$ cat src/rtl/clk_div_multi.sv
// Multi-channel programmable clock divider / tick generator.
// Config changes take effect only at period boundaries, disable, or align.
module clk_div_multi #(
  parameter int CH          = 2,
  parameter int DIV_W       = 16,
  parameter int DEFAULT_DIV = 10
) (
  input  logic                clk,
  input  logic                rst_n,
  input  logic [CH-1:0]       en,
  input  logic [CH-1:0]       load,
  input  logic [CH*DIV_W-1:0] div_i,
  input  logic [CH*DIV_W-1:0] high_i,
  input  logic                align,
  output logic [CH-1:0]       clk_out,
  output logic [CH-1:0]       tick,
  output logic [CH-1:0]       cfg_err
);

  localparam logic [DIV_W-1:0] DIV_RST  = DIV_W'(DEFAULT_DIV);
  localparam logic [DIV_W-1:0] HIGH_RST = DIV_W'(DEFAULT_DIV / 2);
  localparam logic [DIV_W-1:0] ONE      = DIV_W'(1);
  localparam logic [DIV_W-1:0] TWO      = DIV_W'(2);

  for (genvar i = 0; i < CH; i++) begin : g_ch
    logic [DIV_W-1:0] cnt_q, cnt_d;
    logic [DIV_W-1:0] div_q, div_d;
    logic [DIV_W-1:0] high_q, high_d;
    logic [DIV_W-1:0] pdiv_q, pdiv_d;
    logic [DIV_W-1:0] phigh_q, phigh_d;
    logic             pval_q, pval_d;
    logic             clk_q, clk_d;
    logic             tick_q, tick_d;
    logic             err_q, err_d;
    logic [DIV_W-1:0] ndiv, nhigh;
    logic             ok, wrap, apply, take;

    assign ndiv  = div_i[i*DIV_W +: DIV_W];
    assign nhigh = high_i[i*DIV_W +: DIV_W];
    assign ok    = (ndiv >= TWO) && (nhigh != '0) && (nhigh < ndiv);
    assign wrap  = (cnt_q == div_q - ONE);
    assign apply = align || !en[i] || wrap;
    assign take  = load[i] && ok;

    always_comb begin
      cnt_d   = cnt_q;
      div_d   = div_q;
      high_d  = high_q;
      pdiv_d  = pdiv_q;
      phigh_d = phigh_q;
      pval_d  = pval_q;
      clk_d   = clk_q;
      tick_d  = tick_q;
      err_d   = load[i] && !ok;
      if (align || !en[i]) begin
        cnt_d  = '0;
        clk_d  = 1'b0;
        tick_d = 1'b0;
      end else begin
        cnt_d  = wrap ? '0 : cnt_q + ONE;
        clk_d  = (cnt_q < high_q);
        tick_d = wrap;
      end
      // An incoming valid load on an apply edge wins over the pending one.
      if (apply) begin
        pval_d = 1'b0;
        if (take) begin
          div_d  = ndiv;
          high_d = nhigh;
        end else if (pval_q) begin
          div_d  = pdiv_q;
          high_d = phigh_q;
        end
      end else if (take) begin
        pdiv_d  = ndiv;
        phigh_d = nhigh;
        pval_d  = 1'b1;
      end
    end

    always_ff @(posedge clk or negedge rst_n) begin
      if (!rst_n) begin
        cnt_q   <= '0;
        div_q   <= DIV_RST;
        high_q  <= HIGH_RST;
        pdiv_q  <= '0;
        phigh_q <= '0;
        pval_q  <= 1'b0;
        clk_q   <= 1'b0;
        tick_q  <= 1'b0;
        err_q   <= 1'b0;
      end else begin
        cnt_q   <= cnt_d;
        div_q   <= div_d;
        high_q  <= high_d;
        pdiv_q  <= pdiv_d;
        phigh_q <= phigh_d;
        pval_q  <= pval_d;
        clk_q   <= clk_d;
        tick_q  <= tick_d;
        err_q   <= err_d;
      end
    end

    assign clk_out[i] = clk_q;
    assign tick[i]    = tick_q;
    assign cfg_err[i] = err_q;
  end

endmodule

$ cat config.mk
export PLATFORM = sky130hd
export DESIGN_NAME = clk_div_multi
export DESIGN_NICKNAME = d
export VERILOG_FILES = /design/src/rtl/clk_div_multi.sv
export SDC_FILE = /design/constraint.sdc
export NUM_CORES = 1
export LEC_CHECK = 0
export ABC_AREA = 1
export CORE_MARGIN = 3
export CORE_UTILIZATION = 54
export CTS_CLUSTER_SIZE = 8
export DETAILED_ROUTE_END_ITERATION = 8
export GPL_TIMING_DRIVEN = 0
export PLACE_DENSITY = 0.79
export SYNTH_ARGS = -nofsm -noshare
export SYNTH_HDL_FRONTEND = slang
export SYNTH_SLANG_ARGS = --single-unit
$ cat constraint.sdc
create_clock -name clk -period 1.9 [get_ports clk]
set_input_delay 0.38 -clock clk [delete_from_list [all_inputs] [get_ports clk]]
set_output_delay 0.38 -clock clk [all_outputs]
set_load 0.03 [all_outputs]
# Word level (Yosys, flattened, before mapping)
# Cells that the tools add are included.
# Widths: inputs -> output; s select.
op_classes:
  n_lt_le_gt_ge: 6
  reduce_logical: 26
  n_mux: 20
  bitwise_logic: 2
  n_addsub: 4
  n_eq_ne: 2
ops:
  columns: ["operator", "count"]
  rows:
  - ["$mux 16", 12]
  - ["$lt 16x16->1", 4]
  - ["$add 16x1->16 const B", 2]
  - ["$eq 16x16->1", 2]
  - ["$ge 16x2->1 const B", 2]
  - ["$reduce_bool 16->1", 2]
  - ["$sub 16x1->16 const B", 2]
  - ["$logic_and 1x1->1", 8]
  - ["$mux 1", 8]
  - ["$reduce_and 2->1", 4]
  - ["$reduce_bool 2->1", 4]
  - ["$logic_not 1->1", 4]
  - ["$logic_or 1x1->1", 4]
  - ["$not 1->1", 2]
totals:
  wordCells: 78
  output_inout_bits: 6
  input_bits: 71
  ff_bits: 168

# Logic depth before layout (Yosys ltp)
depth:
  word_depth: 6
  ltp_mapped: 17

# Least setup slack after synthesis
# No wires, ideal clock.
synth_timing:
  kind: "register to register"
  start: "register g_ch[0].div_q[0]"
  end: "register g_ch[0].div_q[2]"
  arrival_ns: 2.033
  required_ns: 1.783
  stages_incl_launch_ff: 15
  path_slack_ns: -0.250
  setup_time_ns: 0.117
  path_cell_list: "dfrtp_1 inv_1 ha_1 nand2_1 nor2_1 nand2_1 xor2_1 nand2_1 nor2_2 nand3_2 nand2_2 nand2_1 buf_2 nand2_1 nand2_1"
synth_between:
  elab_chain_cells: 4
synth_lines:
  columns: ["element", "line_no", "source"]
  rows:
  - ["from (decl)", "27", "logic [DIV_W-1:0] div_q, div_d;"]
  - ["from (signal assigned)", "94", "div_q <= div_d;"]
  - ["$sub 16x1->16", "41", "assign wrap = (cnt_q == div_q - ONE);"]
  - ["$eq 16x16->1", "41", null]
  - ["$logic_or 1x1->1", "42", "assign apply = align || !en[i] || wrap;"]
  - ["$reduce_and 2->1 (no source line)", null, null]
# Every way passes these cells.
# A chain may end at the register's enable or synchronous reset.

# Final worst setup path
layout_timing:
  start: "register g_ch[0].div_q[3]"
  end: "register g_ch[0].div_q[11]"
# The elaborated chain is that of the path after synthesis.

==> impl_metrics.csv <==
group,metric,value,unit
timing,rsz0062_at_grt,"yes",
yosys,yosysTopAreaCellShare,36.66,%
cells_and_area,fin_area,15140,sq um
yosys,synth_area_leaders,"dfrtp_1 37%, nand2_1 20%, ha_1 7.3%, nand4_1 6.5%, nand3_1 4.9%",
global_route,grt_overflow,0,
timing,setup_ws,-0.5724,ns
yosys,synth_area,10920,sq um
global_route,grt_max_degree,95,
route,vias_per_cell,5.957,
power_and_ir_drop,power_density,973.7,nW/um^2
cells_and_area,drive_gt1_share,29.18,%
floorplanning,rows,51,
yosys,synth_cells,1542,
cts,htree_levels,4,
setup_path,rr_startpoint,"g_ch[0].div_q[3]",
worst_hold_path,min-delay-path-class,"in -> reg",
cts,cts_tree,"built",
global_route,grt_pass1_vias,10700,
yosys,synth_compound_area_share,3.689,%
yosys,synth.avg_cell_area,7.083,sq um
yosys,synth-adder-area-share,7.332,%
yosys,synth_top_family_by_area,"simple AND/OR/NAND/NOR gates",
yosys,yosysSeqAreaShare,38.58,%
global_route,grt_pass1_wl,53300,um
cts,clockRootBuffer,"clkbuf_16",
status,violations,"negative setup slack",
placed_design,placed_area,12310,sq um
global_route,track_usage,30.05,%
route,route.detailed.drc,0,
route,firstDrtPassIters,6,
route,dr.first_iter.drc_count,1494,
route,routed_wl,37300,um
timing,hold_viol_final,0,
cells_and_area,insertedDiodeCount,0,
route,wire_per_inst,18.75,um
cells_and_area,syn_to_final_growth,38.65,%
yosys,synth_simple_gate_area_share,38.41,%
cts,clockBufferDepth,2,
setup_path,crit_type,"reg -> reg",
timing,maxSlewHeadroom,58.93,%
setup_path,end_kind,"flop",
setup_path,crit_arrival,2.84,ns
worst_hold_path,hp-start,"div_i[10]",
route,num_vias,11850,
placed_design,hpwl,21490,um
timing,max_clock_freq,0.4045,GHz
power_and_ir_drop,finalPower,14740,uW
timing,worstMarginPinSlew,0.6161,ns
floorplanning,dieArea,21970,sq um
yosys,synth_top_area_cell,"dfrtp_1",
setup_path,cp-start-kind,"flop",
setup_path,crit_path_max_incr_delay,0.66,ns
cts,cts_buffers,17,
status,status,"finished with violations",
yosys,yosys_warnings,0,
worst_hold_path,holdPathEnd,"g_ch[0].pdiv_q[10]",
placed_design,port_buffers,75,
yosys,synthDistinctLibCells,35,
power_and_ir_drop,ir_drop,743.2,uV
timing,setup_viol,164,
timing,whs,0.2464,ns
setup_path,reg2reg_to,"g_ch[0].div_q[11]",
cells_and_area,fin_util,77.05,%
global_route,antenna_found_initial,0,
power_and_ir_drop,p_leak,0.007675,uW
floorplanning,die_w,148.2,um
setup_path,path_cells,"nor2_4 > nand2_2 > nor2_4 > buf_4 > nand3_1 > nand2_1 > nor2_1 > nand2_1 > nor2_4 > nand3_4 > nand2_8 > buf_8 > buf_12 > nand3_2 > nand2_1",
setup_path,r2r_slack,-0.57,ns
route,ant_nets,0,
timing,period_needed,2.472,ns
cells_and_area,nets,1846,
setup_path,worstRegToRegCells,15,
setup_path,path_delay_family,"simple AND/OR/NAND/NOR gates",
yosys,synth_mux_area_share,0,%
floorplanning,core_area,19650,sq um
run,max-cap-violations,0,
cts,insertion_delay,0.44,ns
setup_path,critPathSlowestCell,"dfstp_2",
setup_path,crit_required,2.27,ns
cts,cts_sinks,168,
yosys,synth.ff_latch_count,168,
cells_and_area,fillCellCount,1242,
cts,cts.clk_slew.worst_paths,0.07,ns
timing,fin_skew,0.01063,ns
timing,fin_crit_sh,130.1,%
worst_hold_path,holdPathStages,3,
yosys,synth_xor_area_share,4.010,%
floorplanning,start_util,55.57,%
setup_path,critPathBufInv,3,
yosys,synthesis.nets,1677,
floorplanning,fp.dieH,148.2,um
placed_design,dp_worst_setup_slack,-1.227,ns
placed_design,routabilityCongestion,0.9044,
floorplanning,ioPinCount,77,
setup_path,worstPathMaxFanout,5,
timing,slew_viol_final,0,
## power breakdown
group | total [uW] | switching, uW | internal [uW]
sequential | 5210 | 850 | 4360
clock | 3690 | 1570 | 2120
combinational | 5840 | 3430 | 2410
total | 14700 | 5850 | 8900
## cells in the final DEF (no fill, tap or decap), types with 9 or more instances in the layout
master,netlist,final
a21oi_1,39,26
a21oi_2,0,11
buf_4,8,48
buf_6,2,39
buf_8,0,10
clkbuf_1,39,14
clkbuf_16,0,20
clkbuf_2,0,14
clkbuf_4,0,10
clkbuf_8,0,12
clkdlybuf4s50_1,0,15
dfrtp_1,160,154
dlygate4sd2_1,0,28
dlymetal6s2s_1,0,10
ha_1,64,54
ha_4,0,9
inv_1,137,119
inv_2,0,16
nand2_1,579,423
nand2_2,4,136
nand2_4,0,18
nand3_1,107,69
nand3_2,1,24
nand3_4,0,15
nand3b_1,10,10
nand4_1,113,113
nor2_1,117,83
nor2_2,8,22
nor2_4,1,21
nor3_1,17,10
o21ai_0,31,16
o21ai_1,3,10
xnor2_1,23,22
xor2_1,27,22
## Yosys cell counts (all sizes together)
| library cell | number |
|---|---|
| xnor2 | 23 |
| nor4 | 2 |
| nand3 | 108 |
| ha | 64 |
| buf | 34 |
| xor2 | 27 |
| and3b | 1 |
| nor2 | 126 |
| and2 | 3 |
| o211ai | 1 |
| inv | 137 |
| nand2 | 583 |
| clkinv | 3 |
| dfrtp | 160 |
| nand3b | 10 |
| dfstp | 8 |
| nand4 | 113 |
| a21o | 4 |
| nor3 | 18 |
| or3 | 1 |
| clkbuf | 39 |
| and3 | 1 |
| or2 | 1 |
| nor3b | 2 |
| o21ai | 34 |
| a21oi | 39 |
## worst reg2reg max path, delay by kind of cell (launching register included)
family | cells | cell delay (ns)
simple gates | 12 | 1.29
flops | 1 | 0.66
buf+inv | 3 | 0.46
## per-layer routing
metal | vias to the layer above | track usage [%] | routed length [um]
met5 | - | 0 | 0
met4 | 0 | 9.515 | 1617
met3 | 154 | 4.418 | 3169
met2 | 749 | 47.04 | 17550
met1 | 5600 | 43.44 | 14970
li1 | 5346 | - | -
## sequential cells by signal (all words and copies together), names as in the netlist
register,flops
g_ch.div_q,32
g_ch.tick_q,2
g_ch.err_q,2
g_ch.high_q,32
g_ch.clk_q,2
g_ch.phigh_q,32
g_ch.pdiv_q,32
g_ch.pval_q,2
g_ch.cnt_q,32
## worst max path at each step
| stage | start | to | slack (ns) | cells past startpoint |
|---|---|---|---|---|
| after CTS | g_ch[0].div_q[1] | g_ch[0].pdiv_q[6] | -0.39 | 14 |
| after global placement | rst_n | g_ch[0].div_q[2] | -7.09 | 1 |
| final | g_ch[0].div_q[3] | g_ch[0].div_q[11] | -0.57 | 15 |
| after detailed placement | div_i[5] | g_ch[0].div_q[3] | -1.23 | 13 |
| after global routing | g_ch[0].div_q[7] | g_ch[0].div_q[11] | -0.65 | 15 |
| after floorplan | div_i[5] | g_ch[0].high_q[10] | -0.09 | 14 |
## cell families (layout without fill, tap and decap cells)
group | after synthesis | in the layout
and+or+nand+nor | 969 | 969
adders and majority gates | 64 | 64
AOI/OAI and AO/OA | 78 | 78
xor gates and xnor gates | 50 | 50
DFF | 168 | 168
buffers and inverters | 213 | 395
## through the flow
stage	cells	TNS, ns
2_1_floorplan	1542	-8.483
6_report	1989	-64.63
5_1_grt	1989	-80.48
3_3_place_gp	1882	-1221.65
3_5_place_dp	1883	-155.75
4_1_cts	1973	-47.76
## repair_timing
action	4_1_cts	5_1_grt
gates resized for setup	274	295
endpoints found under the setup margin	166	171
gates cloned	17	4
hold buffers	1	0
setup buffers	41	18
endpoints found under the hold margin	71	0
pin swaps	60	83
## layout make-up
class / count / area (sq um) / share of cell area (%)
Buffer: 70 / 671.9 / 4.437
Clock buffer: 19 / 442.9 / 2.925
Timing Repair Buffer: 153 / 1546 / 10.21
Inverter: 140 / 534.3 / 3.528
Tap cell: 265 / 331.6 / 2.190
Sequential cell: 168 / 4222 / 27.88
Clock inverter: 13 / 168.9 / 1.115
Multi-Input combinational cell: 1161 / 7226 / 47.72
(Power assumes the default switching activity.)
